### src/rtl/nibble_serial_addsub_ctrl_if.sv
// nibble_serial_addsub_ctrl_if: request/result bus of the nibble-serial add/sub controller
interface nibble_serial_addsub_ctrl_if;
  logic start;
  logic mode;
  logic [15:0] opa;
  logic [15:0] opb;
  logic busy;
  logic done;
  logic [15:0] result;
  logic cout;
  logic ovf;
  modport master (output start, mode, opa, opb, input busy, done, result, cout, ovf);
  modport slave (input start, mode, opa, opb, output busy, done, result, cout, ovf);
endinterface

### src/rtl/nibble_serial_addsub_ctrl.sv
// nibble_serial_addsub_ctrl: sequences a 16-bit add/sub through a shared 4-bit datapath, one nibble per cycle.
// Define ADDSUB_OVF_EN to build the signed-overflow flag; otherwise ovf is tied to 0.
module nibble_serial_addsub_ctrl (
  input  logic clk,
  input  logic rst,
  nibble_serial_addsub_ctrl_if.slave bus,
  output logic [3:0] dp_a,
  output logic [3:0] dp_b,
  output logic dp_m,
  output logic dp_cin,
  input  logic [3:0] dp_s,
  input  logic dp_cout
);
  typedef enum logic [1:0] {IDLE, RUN, DONE} state_t;
  state_t state, state_n;
  logic [1:0] k;
  logic [15:0] a_q, b_q, res;
  logic m_q, c_q, run, accept;
  always_comb begin
    run = state == RUN;
    accept = bus.start && !run;
    state_n = accept ? RUN : run ? (k == 2'd3 ? DONE : RUN) : IDLE;
    dp_a = run ? a_q[{k, 2'b00} +: 4] : 4'd0;
    dp_b = run ? b_q[{k, 2'b00} +: 4] : 4'd0;
    dp_m = run && m_q;
    dp_cin = run && (k == 2'd0 ? m_q : c_q);
  end
  always_ff @(posedge clk) begin
    if (rst) begin
      state <= IDLE;
      k <= 2'd0;
      a_q <= 16'd0;
      b_q <= 16'd0;
      m_q <= 1'b0;
      c_q <= 1'b0;
      res <= 16'd0;
    end else begin
      state <= state_n;
      if (accept) begin
        a_q <= bus.opa;
        b_q <= bus.opb;
        m_q <= bus.mode;
        k <= 2'd0;
      end else if (run) begin
        res[{k, 2'b00} +: 4] <= dp_s;
        c_q <= dp_cout;
        k <= k + 2'd1;
      end
    end
  end
  assign bus.busy = state == RUN;
  assign bus.done = state == DONE;
  assign bus.result = res;
  assign bus.cout = c_q;
`ifdef ADDSUB_OVF_EN
  logic ovf_q;
  // overflow when both effective addend signs agree but the sum sign differs
  always_ff @(posedge clk) begin
    if (rst) ovf_q <= 1'b0;
    else if (run && k == 2'd3) ovf_q <= (a_q[15] == (b_q[15] ^ m_q)) && (dp_s[3] != a_q[15]);
  end
  assign bus.ovf = ovf_q;
`else
  assign bus.ovf = 1'b0;
`endif
endmodule

### src/flat_wrapper.sv
// flat-port wrapper written by rule: the top's interface ports become plain ports
module nibble_serial_addsub_ctrl_flat 
  (clk, rst, dp_a, dp_b, dp_m, dp_cin, dp_s, dp_cout, bus_start, bus_mode, bus_opa, bus_opb, bus_busy, bus_done, bus_result, bus_cout, bus_ovf);
  nibble_serial_addsub_ctrl_if bus_i ();
  input  logic clk;
  input  logic rst;
  output logic [3:0] dp_a;
  output logic [3:0] dp_b;
  output logic dp_m;
  output logic dp_cin;
  input  logic [3:0] dp_s;
  input  logic dp_cout;
  input wire logic [$bits(bus_i.start)-1:0] bus_start;
  input wire logic [$bits(bus_i.mode)-1:0] bus_mode;
  input wire logic [$bits(bus_i.opa)-1:0] bus_opa;
  input wire logic [$bits(bus_i.opb)-1:0] bus_opb;
  output wire logic [$bits(bus_i.busy)-1:0] bus_busy;
  output wire logic [$bits(bus_i.done)-1:0] bus_done;
  output wire logic [$bits(bus_i.result)-1:0] bus_result;
  output wire logic [$bits(bus_i.cout)-1:0] bus_cout;
  output wire logic [$bits(bus_i.ovf)-1:0] bus_ovf;
  assign bus_i.start = bus_start;
  assign bus_i.mode = bus_mode;
  assign bus_i.opa = bus_opa;
  assign bus_i.opb = bus_opb;
  assign bus_busy = bus_i.busy;
  assign bus_done = bus_i.done;
  assign bus_result = bus_i.result;
  assign bus_cout = bus_i.cout;
  assign bus_ovf = bus_i.ovf;
  nibble_serial_addsub_ctrl u_core (.clk(clk), .rst(rst), .bus(bus_i), .dp_a(dp_a), .dp_b(dp_b), .dp_m(dp_m), .dp_cin(dp_cin), .dp_s(dp_s), .dp_cout(dp_cout));
endmodule
### config.mk
export PLATFORM = sky130hd
export DESIGN_NAME = nibble_serial_addsub_ctrl_flat
export DESIGN_NICKNAME = d
export VERILOG_FILES = /design/src/rtl/nibble_serial_addsub_ctrl_if.sv /design/src/rtl/nibble_serial_addsub_ctrl.sv /design/src/flat_wrapper.sv
export SDC_FILE = /design/constraint.sdc
export NUM_CORES = 1
export LEC_CHECK = 0
export ABC_AREA = 0
export ABC_CLOCK_PERIOD_IN_PS = 3450
export CAP_MARGIN = 40
export CORE_MARGIN = 1.5
export CORE_UTILIZATION = 55
export DETAILED_ROUTE_END_ITERATION = 16
export DONT_BUFFER_PORTS = 1
export GPL_TIMING_DRIVEN = 0
export PLACE_DENSITY = 0.7
export RECOVER_POWER = 100
export SLEW_MARGIN = 20
export SYNTH_ARGS = -nofsm -noshare
export SYNTH_HDL_FRONTEND = slang
export SYNTH_SLANG_ARGS = --single-unit
### constraint.sdc
create_clock -name clk -period 3.45 [get_ports clk]
set_input_delay 0.69 -clock clk [delete_from_list [all_inputs] [get_ports clk]]
set_output_delay 0.69 -clock clk [all_outputs]
set_load 0.02 [all_outputs]
[Yosys cells after proc, flatten, opt, wreduce, memory -nomap -nowiden]
Index checks and enable logic that the tools add are counted.
Word-level totals
  input port bits: 41
  logic and storage cells: 34
  register bits: 54
  output and inout bits: 30
Cells by class
  shift operators: 4
  bitwise operators: 2
  add/subtract/negate cells: 2
  equality and inequality tests: 3
  reductions and logical operators: 8
  multiplexer cells: 7
Operators by type and width (number)
  16-bit by 5-bit variable part select with 4-bit output: 2
  16-bit bitwise mux: 1
  4-bit by 6-bit variable shift with 16-bit output, first input constant: 1
  4-bit by 6-bit variable part select with 16-bit output: 1
  4-bit two-way mux: 2
  4-bit negation with 6-bit output: 1
  2-bit == test, second input constant: 2
  1-bit logical AND: 3
  1-bit two-way mux: 3
  3-bit OR reduction: 1
  2-bit by 1-bit adder with 2-bit output, second input constant: 1
  2-bit by 1-bit == test with 1-bit output, second input constant: 1
  2-bit zero test: 1
  2-bit two-way mux: 1
  1-bit inverter: 2
  2-bit AND reduction: 1
  2-bit OR reduction: 1
  1-bit zero test: 1

[Longest topological paths before layout]
  depth after elaboration: 5
  gate-level depth with buffers: 6
  gate-level depth less buffers: 5

[Least setup slack after synthesis]
OpenSTA, ideal clock, no wires.
  kind: register -> register
  start point: register u_core.k[0]
  end point: register u_core.res[10] (netlist: u_core.bus.result[10])
  buffers on the path: 1
  arrival time: 2147 ps
  clock period less this slack: 2206 ps
  path slack: 1244 ps
  setup time: 59 ps
  cell stages (with the launch flop): 7
  cells stage by stage: dfxtp_1 -> buf_2 -> inv_1 -> ha_1 -> or4_4 -> nor4b_4 -> a22o_1
Between the ends
  word-level cells in the longest chain between the ends: 3
RTL lines
  start: declaration: RTL line nibble_serial_addsub_ctrl.sv:16  | logic [1:0] k;
  start signal: assignment: RTL line nibble_serial_addsub_ctrl.sv:47  | k <= k + 2'd1;
  4-bit negation with 6-bit output (*): RTL line nibble_serial_addsub_ctrl.sv:45  | res[{k, 2'b00} +: 4] <= dp_s;
  4-bit by 6-bit variable part select with 16-bit output or 4-bit by 6-bit variable shift with 16-bit output (tied branches): RTL line nibble_serial_addsub_ctrl.sv:45
  16-bit bitwise mux (*): RTL line nibble_serial_addsub_ctrl.sv:45
  end signal: indexed assignment: RTL line nibble_serial_addsub_ctrl.sv:45
  end: declaration: RTL line nibble_serial_addsub_ctrl.sv:17  | logic [15:0] a_q, b_q, res;
Mark *: on every way between the ends. The rest lies on a longest branch, timed or not.
A chain may end at the register's enable or synchronous reset.

[Final worst setup path]
  start point: register u_core.k[1]
  end point: register u_core.res[11] (netlist: u_core.bus.result[11])
Same word-level chain as after synthesis.

==> impl_metrics.json <==
{
  "slowest_delay_ps": 750,
  "required_ps": 3700,
  "viasPerCell": 6.110,
  "fin_skew_ps": 11.87,
  "synth.area.top_cells": "dfxtp_1 45%, a21oi_1 8.6%, mux4_2 7.6%",
  "max_freq_ghz": 0.3330,
  "synth_top_cell_by_area": "dfxtp_1",
  "die_area_um2": 4733,
  "whs_ps": 476.0,
  "slowest_stage": "nor4b_1",
  "setup_slack_ps": 447.3,
  "dp_cells": 311,
  "swShare_pct": 25.50,
  "worstSetupStartpointType": "register",
  "routedWlPerCell_um": 17.75,
  "syn_area_per_cell_um2": 9.123,
  "syn_inst": 261,
  "cellPowerDensity_nw_per_um2": 487.6,
  "path_cells": "clkbuf_1 -> inv_1 -> ha_1 -> or4_1 -> nor4b_1 -> a22o_1",
  "final_max_slew_viol_count": 0,
  "p_int_mw": 0.9185,
  "hp-start": "u_core.b_q[4]",
  "syn_area_um2": 2381,
  "power.switching_mw": 0.3144,
  "hold_violations": 0,
  "clkSinkCount": 54,
  "slew-limit-headroom_pct": 44.84,
  "synth-main-ff-cell": "dfxtp_1",
  "grt_pass1_wl_um": 8873,
  "seq_area_frac_synth_pct": 45.40,
  "grt_start_max_net_pins": 17,
  "regArea_um2": 1081,
  "dp_slack_ps": 893.1,
  "cts_tree": "yes",
  "drc_errors": 0,
  "crit_fanout": 10,
  "yosysMostFrequentCell": "dfxtp_1",
  "clock_latency_ps": 310,
  "r2r_start": "u_core.k[1]",
  "min_path_type": "reg2reg",
  "grt_use_met2_pct": 40.99,
  "ys_async_sr_fraction_pct": 0,
  "cts_setup_buffers": 0,
  "p_seq_share_pct": 54.6,
  "tightest_slew_ps": 815.8,
  "cts.htree.levels": 2,
  "grt.met3_usage_pct": 6.656,
  "n_antenna_cell": 0,
  "outcome": "completed",
  "cp_top_family": "simple AND/OR/NAND/NOR gates",
  "grt_pass1_vias": 1859,
  "final_area_um2": 2529,
  "antenna_found_initial": 0,
  "r2r_cells": 6,
  "ys_top_cells_by_count": "54 x dfxtp_1, 41 x a21oi_1, 33 x nand3_1, 33 x o21ai_0, 21 x clkbuf_1",
  "multi_input_area_um2": 1154,
  "dp_hpwl_um": 3985,
  "fin_nets": 315,
  "drive_above_1_share_pct": 7.063,
  "drt_iter0_drc": 186,
  "ys_types": 28,
  "cts_hold_buf": 0,
  "rows": 23,
  "cts_resized": 0,
  "clk_pin_slew_worst_paths_ps": 90,
  "start_util_pct": 58.27,
  "port_buffers": 0,
  "grt_setup_unrepaired": "false",
  "synth_warnings": 0,
  "fp.dieH_um": 68.80,
  "synth_edf_count": 0,
  "dieWidth_um": 68.80,
  "wirelength_um": 5661,
  "min_period_ps": 3003,
  "dr.pass1.iters": 4,
  "power_frac_clock_pct": 33.8,
  "p_leak_nw": 0.8717,
  "cts_buffer_depth": 2,
  "vias": 1949,
  "use_met1_pct": 33.47,
  "path_class": "reg2reg",
  "ctsRootBufferMaster": "clkbuf_8",
  "synth_fp_nets": 308,
  "p_comb_share_pct": 11.6,
  "ir_worst_vdd_v": 0.0002838,
  "core_area_um2": 4086,
  "syn2layout_area_growth_pct": 6.201,
  "rrSetupSlack_ps": 450,
  "ys_ff_latch": 54,
  "post_dp_cell_area_um2": 2444,
  "cp.buffers_inverters": 2,
  "grt-busiest-layer": "met2",
  "cp.arrival_ps": 3250,
  "grt_usage_pct": 25.60,
  "n_fill_cell": 383,
  "grt-ovfl-total": 0,
  "min_to": "u_core.b_q[4]",
  "max-cap-violations": 0,
  "end_kind": "register",
  "synth_top_cell_area_share_pct": 45.40,
  "boundaryPins": 71,
  "ant_nets": 0,
  "finalSetupTns_ps": 0,
  "setup_viol": 0,
  "hold_path_depth": 2,
  "instances_no_fill": 319,
  "rr_endpoint": "u_core.bus.result[11]",
  "cts_buffers": 5,
  "place_congestion": 0.7917,
  "finalCritPeriodShare_pct": 87.04
}
cells by family after synthesis:
kind of cell,after synthesis,synth area share [%]
compound gates,89,21.12
fa+ha+maj,6,3.153
buf+inv,29,5.150
flops,54,45.40
mux,9,7.987
other cells,1,0.1575
simple gates,73,17.03
power by group through the flow:
stage	clock network [mW]	registers, mW	logic, mW
after floorplan	0	0.682	0.114
after global placement	0	0.687	0.142
after detailed placement	0	0.688	0.144
after CTS	0.423	0.673	0.145
after global routing	0.442	0.677	0.161
final	0.417	0.673	0.143
worst max path at each step:
stage / startpoint / endpoint / slack [ps] / cells after the start
final: u_core.k[1] / u_core.bus.result[11] / 450 / 6
after global routing: u_core.k[1] / u_core.bus.result[9] / 230 / 6
after CTS: u_core.k[1] / dp_cin / 590 / 5
after detailed placement: u_core.k[1] / u_core.bus.result[11] / 890 / 6
after global placement: u_core.k[1] / u_core.bus.result[10] / 910 / 6
after floorplan: u_core.k[0] / dp_cin / 1240 / 5
per-stage QoR:
step           power [mW]  util [%]
6_report            1.233     61.88
2_1_floorplan      0.7956         -
5_1_grt             1.280     61.88
4_1_cts             1.241     62.49
3_3_place_gp       0.8289     59.80
3_5_place_dp       0.8320     59.80
cell type report:
type | instances | area share, %
clock inverter | 2 | 1.484
inverter | 4 | 0.5938
multi-input combinational | 178 | 45.62
tap | 50 | 2.474
sequential | 54 | 42.75
clock buffer | 6 | 2.870
buffer | 25 | 4.206
metal layers:
layer / vias up / share of wire, % / wire [um]
li1: 954 / - / -
met4: 0 / 0.94 / 53
met2: 72 / 49 / 2753
met1: 917 / 41 / 2347
met5: - / 0 / 0
met3: 6 / 9.0 / 507
worst reg2reg max path: stages (launching register included):
cell,delay [ps]
dfxtp_1,380
clkbuf_1,520
inv_1,180
ha_1,270
or4_1,590
nor4b_1,750
a22o_1,260
cells in the final DEF (no fill, tap or decap), drive strengths merged, types with 3 or more instances in the layout:
master	count
nor3	3
nand2b	3
inv	4
a22o	12
buf	3
dfxtp	54
a21oi	41
nand2	14
mux4	8
nand4	4
nand3	33
clkbuf	28
o21ai	33
and2	9
ha	6
sequential cells by signal, indices dropped and copies added (netlist names):
signal	flops
u_core.k	2
u_core.b_q	16
u_core.bus.result	16
u_core.a_q	16
u_core.bus.cout	1
u_core.state	2
u_core.m_q	1
Power figures use the tool's default switching activity.
